File: src/rtl/jk_cmd_driver_if.sv
// jk_cmd_driver_if: valid/ready command channel into jk_cmd_driver.
// master drives cmd_valid/cmd_op/cmd_len, slave returns cmd_ready.
interface jk_cmd_driver_if #(
    parameter int CNT_W = 4
);
    logic             cmd_valid;
    logic             cmd_ready;
    logic [1:0]       cmd_op;
    logic [CNT_W-1:0] cmd_len;

    modport master (
        output cmd_valid, cmd_op, cmd_len,
        input  cmd_ready
    );

    modport slave (
        input  cmd_valid, cmd_op, cmd_len,
        output cmd_ready
    );
endinterface

File: src/rtl/jk_cmd_driver.sv
// jk_cmd_driver: queues JK commands and drives J/K of an external JK
// flip-flop for cmd_len cycles each, then checks Q_fb against a prediction.
// Ports: clk, rst_n (async low); cmd (slave: valid/ready/op/len);
// J, K out; Q_fb in; busy, done (pulse), err (sticky), err_clr in.
module jk_cmd_driver #(
    parameter int DEPTH = 4,
    parameter int CNT_W = 4
) (
    input  logic           clk,
    input  logic           rst_n,
    jk_cmd_driver_if.slave cmd,
    output logic           J,
    output logic           K,
    input  logic           Q_fb,
    output logic           busy,
    output logic           done,
    output logic           err,
    input  logic           err_clr
);
    localparam int PW = $clog2(DEPTH);
    localparam logic [1:0] OP_RST = 2'b01;
    localparam logic [1:0] OP_SET = 2'b10;

    typedef enum logic [1:0] {IDLE, DRIVE, CHECK} state_t;
    state_t state, state_nx;

    logic [CNT_W+1:0] mem [DEPTH];
    logic [PW:0]      wr_ptr, rd_ptr;
    logic             empty, full, push, pop;
    logic [1:0]       head_op;
    logic [CNT_W-1:0] head_len;
    logic [1:0]       cur_op;
    logic [CNT_W-1:0] cnt;
    logic             pred_q, pred_valid;
    logic             j_nx, k_nx;
    logic             last_beat;

    // Pointers carry one extra wrap bit to tell full from empty.
    assign empty = (wr_ptr == rd_ptr);
    assign full  = (wr_ptr[PW] != rd_ptr[PW]) &&
                   (wr_ptr[PW-1:0] == rd_ptr[PW-1:0]);
    assign cmd.cmd_ready = !full;
    assign push = cmd.cmd_valid && !full;
    assign pop  = (state == IDLE) && !empty;
    assign {head_op, head_len} = mem[rd_ptr[PW-1:0]];
    assign busy = (state != IDLE) || !empty;
    assign done = (state == CHECK);
    assign last_beat = (state == DRIVE) && (cnt == CNT_W'(1));

    // Storage needs no reset: empty pointers hide stale entries.
    always_ff @(posedge clk) begin
        if (push) mem[wr_ptr[PW-1:0]] <= {cmd.cmd_op, cmd.cmd_len};
    end

    always_ff @(posedge clk or negedge rst_n) begin
        if (!rst_n) begin
            wr_ptr <= '0;
            rd_ptr <= '0;
        end else begin
            if (push) wr_ptr <= wr_ptr + 1'b1;
            if (pop)  rd_ptr <= rd_ptr + 1'b1;
        end
    end

    always_ff @(posedge clk or negedge rst_n) begin
        if (!rst_n) state <= IDLE;
        else        state <= state_nx;
    end

    always_comb begin
        state_nx = state;
        unique case (state)
            IDLE:    if (!empty) state_nx = DRIVE;
            DRIVE:   if (last_beat) state_nx = CHECK;
            CHECK:   state_nx = IDLE;
            default: state_nx = IDLE;
        endcase
    end

    // Op encoding maps directly: J = op[1], K = op[0].
    always_comb begin
        j_nx = 1'b0;
        k_nx = 1'b0;
        unique case (state)
            IDLE: begin
                if (pop) begin
                    j_nx = head_op[1];
                    k_nx = head_op[0];
                end
            end
            DRIVE: begin
                if (!last_beat) begin
                    j_nx = J;
                    k_nx = K;
                end
            end
            default: ;
        endcase
    end

    always_ff @(posedge clk or negedge rst_n) begin
        if (!rst_n) begin
            J          <= 1'b0;
            K          <= 1'b0;
            cnt        <= '0;
            cur_op     <= '0;
            pred_q     <= 1'b0;
            pred_valid <= 1'b0;
            err        <= 1'b0;
        end else begin
            J <= j_nx;
            K <= k_nx;
            if (pop) begin
                cnt    <= (head_len == '0) ? CNT_W'(1) : head_len;
                cur_op <= head_op;
            end else if (state == DRIVE) begin
                cnt <= cnt - 1'b1;
            end
            // Track what the downstream flop should do with today's J/K.
            unique case ({J, K})
                2'b01:   pred_q <= 1'b0;
                2'b10:   pred_q <= 1'b1;
                2'b11:   pred_q <= ~pred_q;
                default: ;
            endcase
            // Only SET/RESET pin Q to a known value.
            if (last_beat && (cur_op == OP_RST || cur_op == OP_SET))
                pred_valid <= 1'b1;
            // A mismatch wins over a simultaneous clear.
            if (done && pred_valid && (Q_fb != pred_q)) err <= 1'b1;
            else if (err_clr)                           err <= 1'b0;
        end
    end
endmodule

File: src/flat_wrapper.sv
// flat-port wrapper written by rule: the top's interface ports become plain ports
module jk_cmd_driver_flat 
#(
    parameter int DEPTH = 4,
    parameter int CNT_W = 4
)
  (clk, rst_n, J, K, Q_fb, busy, done, err, err_clr, cmd_cmd_valid, cmd_cmd_op, cmd_cmd_len, cmd_cmd_ready);
  jk_cmd_driver_if #(.CNT_W(CNT_W)) cmd_i ();
  input  logic clk;
  input  logic rst_n;
  output logic J;
  output logic K;
  input  logic Q_fb;
  output logic busy;
  output logic done;
  output logic err;
  input  logic err_clr;
  input wire logic [$bits(cmd_i.cmd_valid)-1:0] cmd_cmd_valid;
  input wire logic [$bits(cmd_i.cmd_op)-1:0] cmd_cmd_op;
  input wire logic [$bits(cmd_i.cmd_len)-1:0] cmd_cmd_len;
  output wire logic [$bits(cmd_i.cmd_ready)-1:0] cmd_cmd_ready;
  assign cmd_i.cmd_valid = cmd_cmd_valid;
  assign cmd_i.cmd_op = cmd_cmd_op;
  assign cmd_i.cmd_len = cmd_cmd_len;
  assign cmd_cmd_ready = cmd_i.cmd_ready;
  jk_cmd_driver #(.DEPTH(DEPTH), .CNT_W(CNT_W)) u_core (.clk(clk), .rst_n(rst_n), .cmd(cmd_i), .J(J), .K(K), .Q_fb(Q_fb), .busy(busy), .done(done), .err(err), .err_clr(err_clr));
endmodule
File: config.mk
export PLATFORM = sky130hd
export DESIGN_NAME = jk_cmd_driver_flat
export DESIGN_NICKNAME = d
export VERILOG_FILES = /design/src/rtl/jk_cmd_driver_if.sv /design/src/rtl/jk_cmd_driver.sv /design/src/flat_wrapper.sv
export SDC_FILE = /design/constraint.sdc
export NUM_CORES = 1
export LEC_CHECK = 0
export BUFFER_PORTS_ARGS = -buffer_cell sky130_fd_sc_hd__buf_2
export CORE_MARGIN = 2
export CORE_UTILIZATION = 60
export CTS_BUF_LIST = sky130_fd_sc_hd__clkbuf_4 sky130_fd_sc_hd__clkbuf_8
export CTS_CLUSTER_DIAMETER = 30
export CTS_CLUSTER_SIZE = 10
export DETAILED_ROUTE_END_ITERATION = 10
export GPL_ROUTABILITY_DRIVEN = 1
export GPL_TIMING_DRIVEN = 0
export PLACE_DENSITY = 0.8
export SYNTH_ARGS = -nofsm -noshare
export SYNTH_HDL_FRONTEND = slang
export SYNTH_SLANG_ARGS = --single-unit
File: constraint.sdc
create_clock -name clk -period 1.9 [get_ports clk]
set_input_delay 0.19 -clock clk [delete_from_list [all_inputs] [get_ports clk]]
set_output_delay 0.19 -clock clk [all_outputs]
set_load 0.005 [all_outputs]
==> impl_results.md, run 1 <==
* Clk root buf: clkbuf_4
* Area Growth Syn to Fin at 11.1%
* Most used flip-flop cell after synthesis: edfxtp_1
* Post-layout util at 69.9%
* Worst flop-to-flop path startpoint: u_core.rd_ptr[0]$_DFFE_PN0P_
* Global Route Usage Sum at 19.2%
* Max Clock Skew at 15.0 ps
* Core area at between 3000 and 4000 um^2
* Clock transition at path regs at ~130 ps
* Cell Rows at 20
* Async SR Flop Fraction at 44.2%
* Top cell type's share of synthesized area at a little under two fifths
* Max H-tree Level at 2
* Die Area at ~3700 um^2
* Avg Inst Size Synth at 15.3 um^2
* Final hold viol count at 0
* # IOs at 17
* Leak pwr at 0.000897 uW
* Worst slew margin at 71.8%
* Vias at between 1000 and 1500
* Post-synth EDFFs at 24
* Port Buf Inserts at 16
* Peak VDD IR at 0.849 mV
* Die Y at 60.6 um
* # Post-CTS Setup Buffers at 0
* Synthesized flop and latch total at 43
* Final Critical Period at about 1800 ps
* Worst-skew pair later-pin latency at between 300 and 400 ps
* Synthesized net count at 144
* # diodes at 0
* Crit Path Max Fanout at 8
* Maxcap violations at 0
* Vias in the first global route at between 900 and 1000
* WHS Path Cells at 2
* GP Congestion at 0.881
* Yosys Warn Count at 0
* Residual DRC at 0
* Min Hold Slack at 29.1 ps
* CTS Buf Count at 5
* Clk sinks at between 40 and 50
* DPL Wire Length at 2190 um
* Outcome: finished, final reports clean
* Max Slew Vio Count at 0
* Finish-stage setup viols at 0
* Routed Antenna Nets at 0
* Max Clk Rate at between 500 and 600 MHz
* HP Class: in2reg
* Post-Syn Area at 1920 um^2
* CP required at ~1900 ps
* Final Power at between 3000 and 4000 uW
* Initial cell density of the core at roughly 63%
* Reg-to-reg slack, setup at between 100 and 150 ps
* WL/cell at about 15 um
* First-pass GRT wire length at between 4000 and 5000 um
* Worst r2r dst: u_core.mem[2][2]$_DFFE_PP_
* DP Worst Slack at -123 ps
* Total global routing overflow at 0
* Setup ws final at roughly 100 ps
* Vias per cell at approximately 5.3
* DR iter-0 viols at 52
* Die width at just over 60 um
* Leading cell type in the layout, fill and taps excluded: edfxtp_1
* Nets at 168
* Min-delay src: err_clr
* Top cells by area, synth: edfxtp_1, dfrtp_1, mux4_1
* RSZ-0062 raised after global routing: false
* Largest net degree at the start of global routing at 20
* Startpoint Class: flip-flop
* FF-to-FF path depth at 4
* CP arrival at between 1500 and 2000 ps
* Cell variety after synth at 33
* WS Path Type: reg2reg
* Largest area contributor in the netlist: edfxtp_1
* Worst setup EP type: flip-flop
* Hold EP: u_core.err$_DFFE_PN0P_
* Power Density at 1590 nW/um^2
* Seq/Total Area, Yosys at 62.2%
* Initial antenna violation count at 0
* First-pass DRT Iterations at 4
* CTS tree: done
* Most frequent cells in the layout: edfxtp_1, dfrtp_1, buf_2
* Cell count after synthesis at 126
* Period utilization at 94.5%
* Layout cells sized above 1 at about a quarter
* Total wire length at 2970 um
* Worst-margin pin slew at 423 ps
* Max Root-Sink Buffers at 2
## where the power goes
| part | leakage [uW] | internal [uW] | switching, uW |
|---|---|---|---|
| Combinational | 0.000420 | 718 | 721 |
| Clock | 0.0000272 | 141 | 290 |
| Sequential | 0.000449 | 1310 | 210 |
| Total | 0.000897 | 2170 | 1220 |
## layout make-up
type / instances / area, um^2
multi-input cells: 72 / 672
inverters: 8 / 30.0
well taps: 44 / 55.1
clock inverters: 3 / 20.0
plain buffers: 3 / 33.8
clock buffers: 5 / 37.5
repair buffers: 17 / 90.1
flip-flops and latches: 43 / 1200
fillers: 227 / 918
## worst max-delay path: stages, from the launching register on
cell,delay (ps)
dfrtp_1,420
buf_6,160
xnor2_2,180
a31oi_2,340
and2_1,370
## metrics by stage
step           TNS (ps)  cell area (um^2)  instances
6_report              0              2130        195
2_1_floorplan         0              1920        126
4_1_cts               0              2130        195
5_1_grt               0              2130        195
3_5_place_dp      -1740              2060        186
3_3_place_gp       -187              2060        186
## worst max-delay path by stage
stage | from | endpoint | cells past startpoint
2_1_floorplan | u_core.rd_ptr[0]$_DFFE_PN0P_ | u_core.mem[3][0]$_DFFE_PP_ | 4
3_3_place_gp | u_core.rd_ptr[0]$_DFFE_PN0P_ | u_core.mem[3][5]$_DFFE_PP_ | 4
3_5_place_dp | u_core.rd_ptr[0]$_DFFE_PN0P_ | u_core.mem[3][5]$_DFFE_PP_ | 4
4_1_cts | u_core.rd_ptr[0]$_DFFE_PN0P_ | u_core.mem[0][2]$_DFFE_PP_ | 4
5_1_grt | u_core.rd_ptr[0]$_DFFE_PN0P_ | u_core.mem[2][2]$_DFFE_PP_ | 4
6_report | u_core.rd_ptr[0]$_DFFE_PN0P_ | u_core.mem[2][2]$_DFFE_PP_ | 4
## cell families (layout without fill, tap and decap cells)
family          count (synthesis)  in the layout  share of synthesized area, %
mux                             8              8                          9.31
buf+inv                        11             36                          3.32
simple gates                   29             29                          8.40
xor+xnor                       10             10                          5.34
compound gates                 18             18                          6.84
flops                          43             43                          62.2
fa+ha+maj                       7              7                          4.56
## cell usage after synthesis, types with 3 or more instances
cell type	instances
buf_6	3
o21ai_0	4
nand2_1	4
and2_1	4
edfxtp_1	24
inv_1	8
a21o_1	3
mux4_1	6
xor2_1	4
xnor2_1	4
nand3_1	5
dfrtp_1	19
ha_1	7
nor2_1	4
## repair_timing
item / in CTS / in global routing
hold endpoints to repair: 19 / 0
setup endpoints to repair: 25 / 12
hold buffers: 1 / 0
resized for setup: 2 / 2
## metal layers
metal  global-route usage (%)  part of all wire, %  vias up  wire [um]
li1                         -                    -      509          -
met1                     24.8                   44      506       1300
met2                     31.2                   52       18       1550
met3                     5.76                  2.3        5         67
met4                     6.52                  1.5        0         44
met5                        0                    0        -          0
## sequential cells by signal, summed over array words and instances (netlist names), 2 cells and up
signal         flops
u_core.cnt         4
u_core.cur_op      2
u_core.mem        24
u_core.rd_ptr      3
u_core.state       2
u_core.wr_ptr      3
No activity file was read; power rests on OpenSTA's default activity.
==> inputs of run 2 (changes only) <==
- clock period: 1.9 -> 1.85 ns (I/O delays scaled with it)
==> run 2 against run 1 <==
Effect of this change:
- routed wire length is the same
- sequential power rose by 3%
- global-route usage unchanged
- first-iteration DRC count stayed put
- register-to-register slack worse by 50 ps
- fmax grew 0.19%
- via count unchanged
- flip-flop and latch count unchanged
- utilization barely moved
- critical endpoint is now u_core.cnt[2]$_DFFE_PN0P_
- largest cell class unchanged
- highest routed layer unchanged
==> impl_results.md, run 2 (same netlist as run 1, synthesis figures left out) <==
* Outcome: finished, final reports clean
* Fill cells at 226 (-0.44%)
* Reg-to-reg slack, setup at 60 ps (-50 ps)
* Vias in the first global route at 996 (unchanged)
* Maxcap violations at 0 (unchanged)
* Die width at 60.6 um (unchanged)
* Area Growth Syn to Fin at 11.1% (about the same)
* Crit Path Max Fanout at 10 (+2)
* Worst setup EP type: flip-flop
* Vias per cell at 5.32 (unchanged)
* RSZ-0062 raised after global routing: false
* # IOs at 17 (unchanged)
* First-pass DRT Iterations at 4 (unchanged)
* Clk root buf: clkbuf_4
* Clock power frac at 12.7% (about the same)
* GP Congestion at 0.881 (unchanged)
* Worst-margin pin slew at 423 ps (unchanged)
* DR iter-0 viols at 52 (unchanged)
* Worst slew margin at 71.8% (unchanged)
* Routed Antenna Nets at 0 (unchanged)
* First-pass GRT wire length at 4850 um (unchanged)
* Global Route Usage Sum at 19.2% (unchanged)
* CTS tree: done
* Multi-input logic area at 673 um^2 (+0.19%)
* Max Clock Skew at 15.0 ps (unchanged)
* WL/cell at 15.2 um (unchanged)
* Leading cell type in the layout, fill and taps excluded: edfxtp_1
* Initial antenna violation count at 0 (unchanged)
* Most frequent cells in the layout: edfxtp_1, dfrtp_1, buf_2
* Max H-tree Level at 2 (unchanged)
* Die Area at 3670 um^2 (unchanged)
* Final Critical Period at 1790 ps (-3.43 ps)
* Vias at 1038 (unchanged)
* Pint at 2230 uW (+2.8%)
* Leak pwr at 0.000898 uW (about the same)
* Nets at 168 (unchanged)
* Reg power frac at 44.8% (about the same)
* Core area at 3050 um^2 (unchanged)
* Max Clk Rate at 558 MHz (+0.19%)
* Period utilization at 96.9% (+2.4 points)
* Share of total power in combinational logic at 42.4% (about the same)
* DPL Wire Length at 2190 um (unchanged)
* CP arrival at 2040 ps (+210 ps)
* Initial cell density of the core at 63.0% (unchanged)
* Max reg flops at 24 (unchanged)
* Total wire length at 2970 um (unchanged)
* Layout cells sized above 1 at 27.2% (+0.66 points)
* HP Class: in2reg
* Residual DRC at 0 (unchanged)
* Switching share of power at 36.0% (about the same)
* Max Root-Sink Buffers at 2 (unchanged)
* Total global routing overflow at 0 (unchanged)
* CP required at 2090 ps (+160 ps)
* FF/Latch Area at 1200 um^2 (unchanged)
* Final hold viol count at 0 (unchanged)
* CTS Buf Count at 5 (unchanged)
* Port Buf Inserts at 16 (unchanged)
* # diodes at 0 (unchanged)
* Power Density at 1630 nW/um^2 (+2.7%)
* DP Worst Slack at -173 ps (-50.0 ps)
* Max Slew Vio Count at 0 (unchanged)
* Switching Power at 1260 uW (+2.7%)
* Startpoint Class: flip-flop
* Worst-skew pair later-pin latency at 350 ps (about the same)
* Die Y at 60.6 um (unchanged)
* Clk sinks at 43 (unchanged)
* Finish-stage setup viols at 0 (unchanged)
* Setup ws final at 57.7 ps (-46.6 ps)
* Clock transition at path regs at 120 ps (about the same)
* Min Hold Slack at 24.1 ps (-5.00 ps)
* Peak VDD IR at 0.871 mV (+2.7%)
* Largest net degree at the start of global routing at 20 (unchanged)
* Cell Rows at 20 (unchanged)
* WS Path Type: reg2reg
* # Post-CTS Setup Buffers at 0 (unchanged)
run 2: cell counts in the layout (fill, tap and decap cells not counted):
Identical to the previous run, type by type.
run 2: worst max-delay path, cell delays in order (launching register included):
cell and delay (ps):
dfrtp_1 410, buf_6 150, xnor2_2 170, a311o_1 380, buf_6 150, and3_1 170, a311o_1 270
run 2: final cells by class:
| type | count | share of cell area (%) |
|---|---|---|
| Buffer | 3 | 1.58 |
| Clock buffer | 5 | 1.76 |
| Clock inverter | 3 | 0.937 |
| Inverter | 8 | 1.41 |
| Multi-Input combinational cell | 72 | 31.5 |
| Sequential cell | 43 | 56.0 |
| Tap cell | 44 | 2.58 |
| Timing Repair Buffer | 17 | 4.22 |
run 2: power groups by stage:
stage / sequential (uW) / clock (uW) / combinational (uW)
after floorplan: 1530 / 0 / 1140
after global placement: 1560 / 0 / 1390
after detailed placement: 1590 / 0 / 1470
after CTS: 1570 / 458 / 1490
after global routing: 1600 / 491 / 1650
final: 1560 / 443 / 1480
run 2: metal layers:
layer | vias to the layer above | GRT usage [%] | part of all wire, %
li1 | 509 | - | -
met1 | 506 | 24.8 | 44
met2 | 18 | 31.2 | 52
met3 | 5 | 5.76 | 2.3
met4 | 0 | 6.52 | 1.5
met5 | - | 0 | 0
run 2: per-stage QoR:
step	area [um^2]	std cells	TNS (ps)	util (%)	power [uW]
2_1_floorplan	1920	126	0	-	2680
3_3_place_gp	2060	186	-999	67.4	2950
3_5_place_dp	2060	186	-2990	67.4	3060
4_1_cts	2130	195	0	69.8	3520
5_1_grt	2140	195	0	70.0	3740
6_report	2140	195	0	70.0	3490
run 2: worst paths after layout:
kind	depth (start not counted)	start	endpoint
max in group asynchronous	2	rst_n	u_core.cur_op[1]$_DFFE_PN0P_
worst min-delay path	2	err_clr	u_core.err$_DFFE_PN0P_
worst min register to register	1	u_core.K$_DFFE_PN0P_	u_core.pred_q$_DFFE_PN0P_
worst max register to register	6	u_core.rd_ptr[1]$_DFFE_PN0P_	u_core.cnt[2]$_DFFE_PN0P_
worst max-delay path	6	u_core.rd_ptr[1]$_DFFE_PN0P_	u_core.cnt[2]$_DFFE_PN0P_
min in group asynchronous	2	rst_n	u_core.rd_ptr[2]$_DFFE_PN0P_
run 2: repair_timing:
action,CTS,global route
hold buffers,1,0
cloned,0,0
hold endpoints to repair,19,0
resized for setup,2,3
endpoints found under the setup margin,25,18
==> inputs of run 3 (changes only) <==
- CORE_UTILIZATION: 60 -> 25
- PLACE_DENSITY: 0.8 -> not set
==> run 3 against run 2 <==
Effect of this change:
- worst hold slack improved by 69 ps
- largest power group unchanged
- fmax rose by 0.99%
- critical path type unchanged
- non-clock buffer count did not move
- combinational power barely moved
- critical endpoint unchanged
- sequential share of layout area fell by 2.5 points
==> impl_results.md, run 3 (same netlist as run 1, synthesis figures left out) <==
* Max H-tree Level at 2 (unchanged)
* Global Route Usage Sum at 7.90% (-11 points)
* Critical path's largest stage delay at 390 ps (-20 ps)
* Post-layout util at 30.5% (-39 points)
* Worst path cell trace: buf_6 > xnor2_2 > a311o_1 > buf_6 > and3_1 > a311o_1
* Max Slew Vio Count at 0 (unchanged)
* Maxcap violations at 0 (unchanged)
* Cell Rows at 31 (+55%)
* Layout cells sized above 1 at 27.2% (unchanged)
* Clock transition at path regs at 80 ps (-40 ps)
* HP Class: in2reg
* WHS Path Cells at 2 (unchanged)
* Max Clock Skew at 7.12 ps (-7.88 ps)
* WL/cell at 12.1 um (-21%)
* Initial antenna violation count at 0 (unchanged)
* FF-to-FF path depth at 6 (unchanged)
* Leak pwr at 0.000919 uW (+2.4%)
* Worst r2r dst: u_core.cnt[2]$_DFFE_PN0P_
* First-pass DRT Iterations at 4 (unchanged)
* Placed Instances at 241 (+30%)
* Final Critical Period at 1770 ps (-17.6 ps)
* GP Congestion at 0.764 (-13%)
* DR iter-0 viols at 35 (-33%)
* First-pass GRT wire length at 4990 um (+2.8%)
* Min-delay src: err_clr
* Reg power frac at 43.3% (-1.5 points)
* CP arrival at 1950 ps (-90 ps)
* Power Density at 1610 nW/um^2 (-1.3%)
* Vias per cell at 4.04 (-24%)
* Area Growth Syn to Fin at 16.4%
* Worst-margin pin slew at 440 ps (+17.5 ps)
* Switching share of power at 34.5% (-1.5 points)
* Die Area at 8400 um^2 (+130%)
* CTS tree: done
* # IOs at 17 (unchanged)
* Final hold viol count at 0 (unchanged)
* Clk sinks at 43 (unchanged)
* Clk root buf: clkbuf_8
* Worst-skew pair later-pin latency at 290 ps (-60 ps)
* Nets at 168 (unchanged)
* Leading cell type in the layout, fill and taps excluded: edfxtp_1
* Largest net degree at the start of global routing at 20 (unchanged)
* Vias at 1010 (-2.7%)
* DPL Wire Length at 2110 um (-4.0%)
* Die Y at 91.7 um (+51%)
* Final Power at 3600 uW (+3.4%)
* WS Path Type: reg2reg
* Worst slew margin at 70.7% (-1.2 points)
* Period utilization at 95.9% (-0.95 points)
* Finish-stage setup viols at 0 (unchanged)
* Startpoint Class: flip-flop
* Die width at 91.7 um (+51%)
* RSZ-0062 raised after global routing: false
* Routed Antenna Nets at 0 (unchanged)
* Worst flop-to-flop path startpoint: u_core.rd_ptr[1]$_DFFE_PN0P_
* CTS Buf Count at 5 (unchanged)
* Reg-to-reg slack, setup at 80 ps (+20 ps)
* Aggregate negative setup slack at 0 ps (unchanged)
* Most frequent cells in the layout: edfxtp_1, dfrtp_1, buf_2
* Switching Power at 1240 uW (-1.0%)
* Clock power frac at 16.5% (+3.8 points)
* # diodes at 0 (unchanged)
* Total global routing overflow at 0 (unchanged)
* Non-filler cells, final at 250 (+28%)
* Core area at 7330 um^2 (+140%)
* GR Layer Usage met3 at 2.79% (-3.0 points)
* Met2 usage at 11.6% (-20 points)
* Crit Path Max Fanout at 10 (unchanged)
* Met1 GRT Util at 10.6% (-14 points)
* Share of total power in combinational logic at 40.2% (-2.2 points)
* Max Root-Sink Buffers at 2 (unchanged)
* Residual DRC at 0 (unchanged)
* Pint at 2360 uW (+5.9%)
* Port Buf Inserts at 16 (unchanged)
* CP top delay family: compound AO/OA/AOI/OAI gates
* CP required at 2030 ps (-60 ps)
* Total wire length at 3020 um (+1.8%)
* Max Clk Rate at 563 MHz (+0.99%)
* # Post-CTS Setup Buffers at 0 (unchanged)
* Buf/Inv on CP at 2 (unchanged)
* Crit path max-delay cell type: dfrtp_1
* Fill cells at 729 (+220%)
* Vias in the first global route at 1000 (+0.40%)
* Outcome: finished, final reports clean
* Gr busiest metal: met2
* Initial cell density of the core at 26.2% (-37 points)
* Peak VDD IR at 0.451 mV (-48%)
* Max reg flops at 24 (unchanged)
* Hold EP: u_core.err$_DFFE_PN0P_
* Worst setup EP type: flip-flop
[run 3: changes by cell type in the layout (fill, tap and decap cells not counted), sizes merged]
cell,change
clkinvlp,-2
clkinv,+1
clkbuf,+1
[run 3: per-layer routing]
metal	share of wire [%]	vias up
met4	1.2	0
met2	44	19
met1	50	474
met5	0	-
met3	4.7	4
li1	-	513
[run 3: stage by stage]
step	worst slack [ps]	cell area, um^2	hold slack, ps
after global routing	9.48	2240	92.7
after floorplan	165	1920	-111
after global placement	-153	2130	159
final	75.3	2240	92.8
after detailed placement	-154	2130	164
after CTS	20.3	2230	77.8
[run 3: worst reg2reg max path, stage by stage (launching register included)]
cell     delay [ps]
dfrtp_1         390
buf_6           150
xnor2_2         170
a311o_1         370
buf_6           150
and3_1          160
a311o_1         270
[run 3: repair_timing]
action / in CTS / in global routing
gates resized for setup: 2 / 3
endpoints found under the setup margin: 25 / 18
hold endpoints to repair: 19 / 0
hold buffers: 1 / 0
[run 3: power by group through the flow]
stage	combinational (uW)	sequential [uW]	clock (uW)
2_1_floorplan	1140	1530	0
3_3_place_gp	1430	1580	0
3_5_place_dp	1460	1580	0
4_1_cts	1480	1560	624
5_1_grt	1610	1600	676
6_report	1450	1560	596
[run 3: worst max-delay path by stage]
stage / start / end / slack (ps) / depth (start not counted)
finish: u_core.rd_ptr[1]$_DFFE_PN0P_ / u_core.cnt[2]$_DFFE_PN0P_ / 80 / 6
global route: u_core.rd_ptr[1]$_DFFE_PN0P_ / u_core.cnt[2]$_DFFE_PN0P_ / 9 / 6
CTS: u_core.rd_ptr[0]$_DFFE_PN0P_ / u_core.mem[0][2]$_DFFE_PP_ / 20 / 4
detailed placement: u_core.rd_ptr[0]$_DFFE_PN0P_ / u_core.mem[3][5]$_DFFE_PP_ / -150 / 4
global placement: u_core.rd_ptr[0]$_DFFE_PN0P_ / u_core.mem[3][5]$_DFFE_PP_ / -150 / 4
floorplan: u_core.rd_ptr[0]$_DFFE_PN0P_ / u_core.mem[3][0]$_DFFE_PP_ / 160 / 4
[run 3: final cells by class]
class / instances / area (um^2) / share of cell area (%)
inverter: 8 / 30.0 / 1.34
clock buffer: 6 / 76.3 / 3.41
multi-input combinational: 72 / 673 / 30.1
tap: 99 / 124 / 5.54
buffer: 3 / 33.8 / 1.51
clock inverter: 2 / 13.8 / 0.615
sequential: 43 / 1200 / 53.5
timing repair buffer: 17 / 90.1 / 4.03
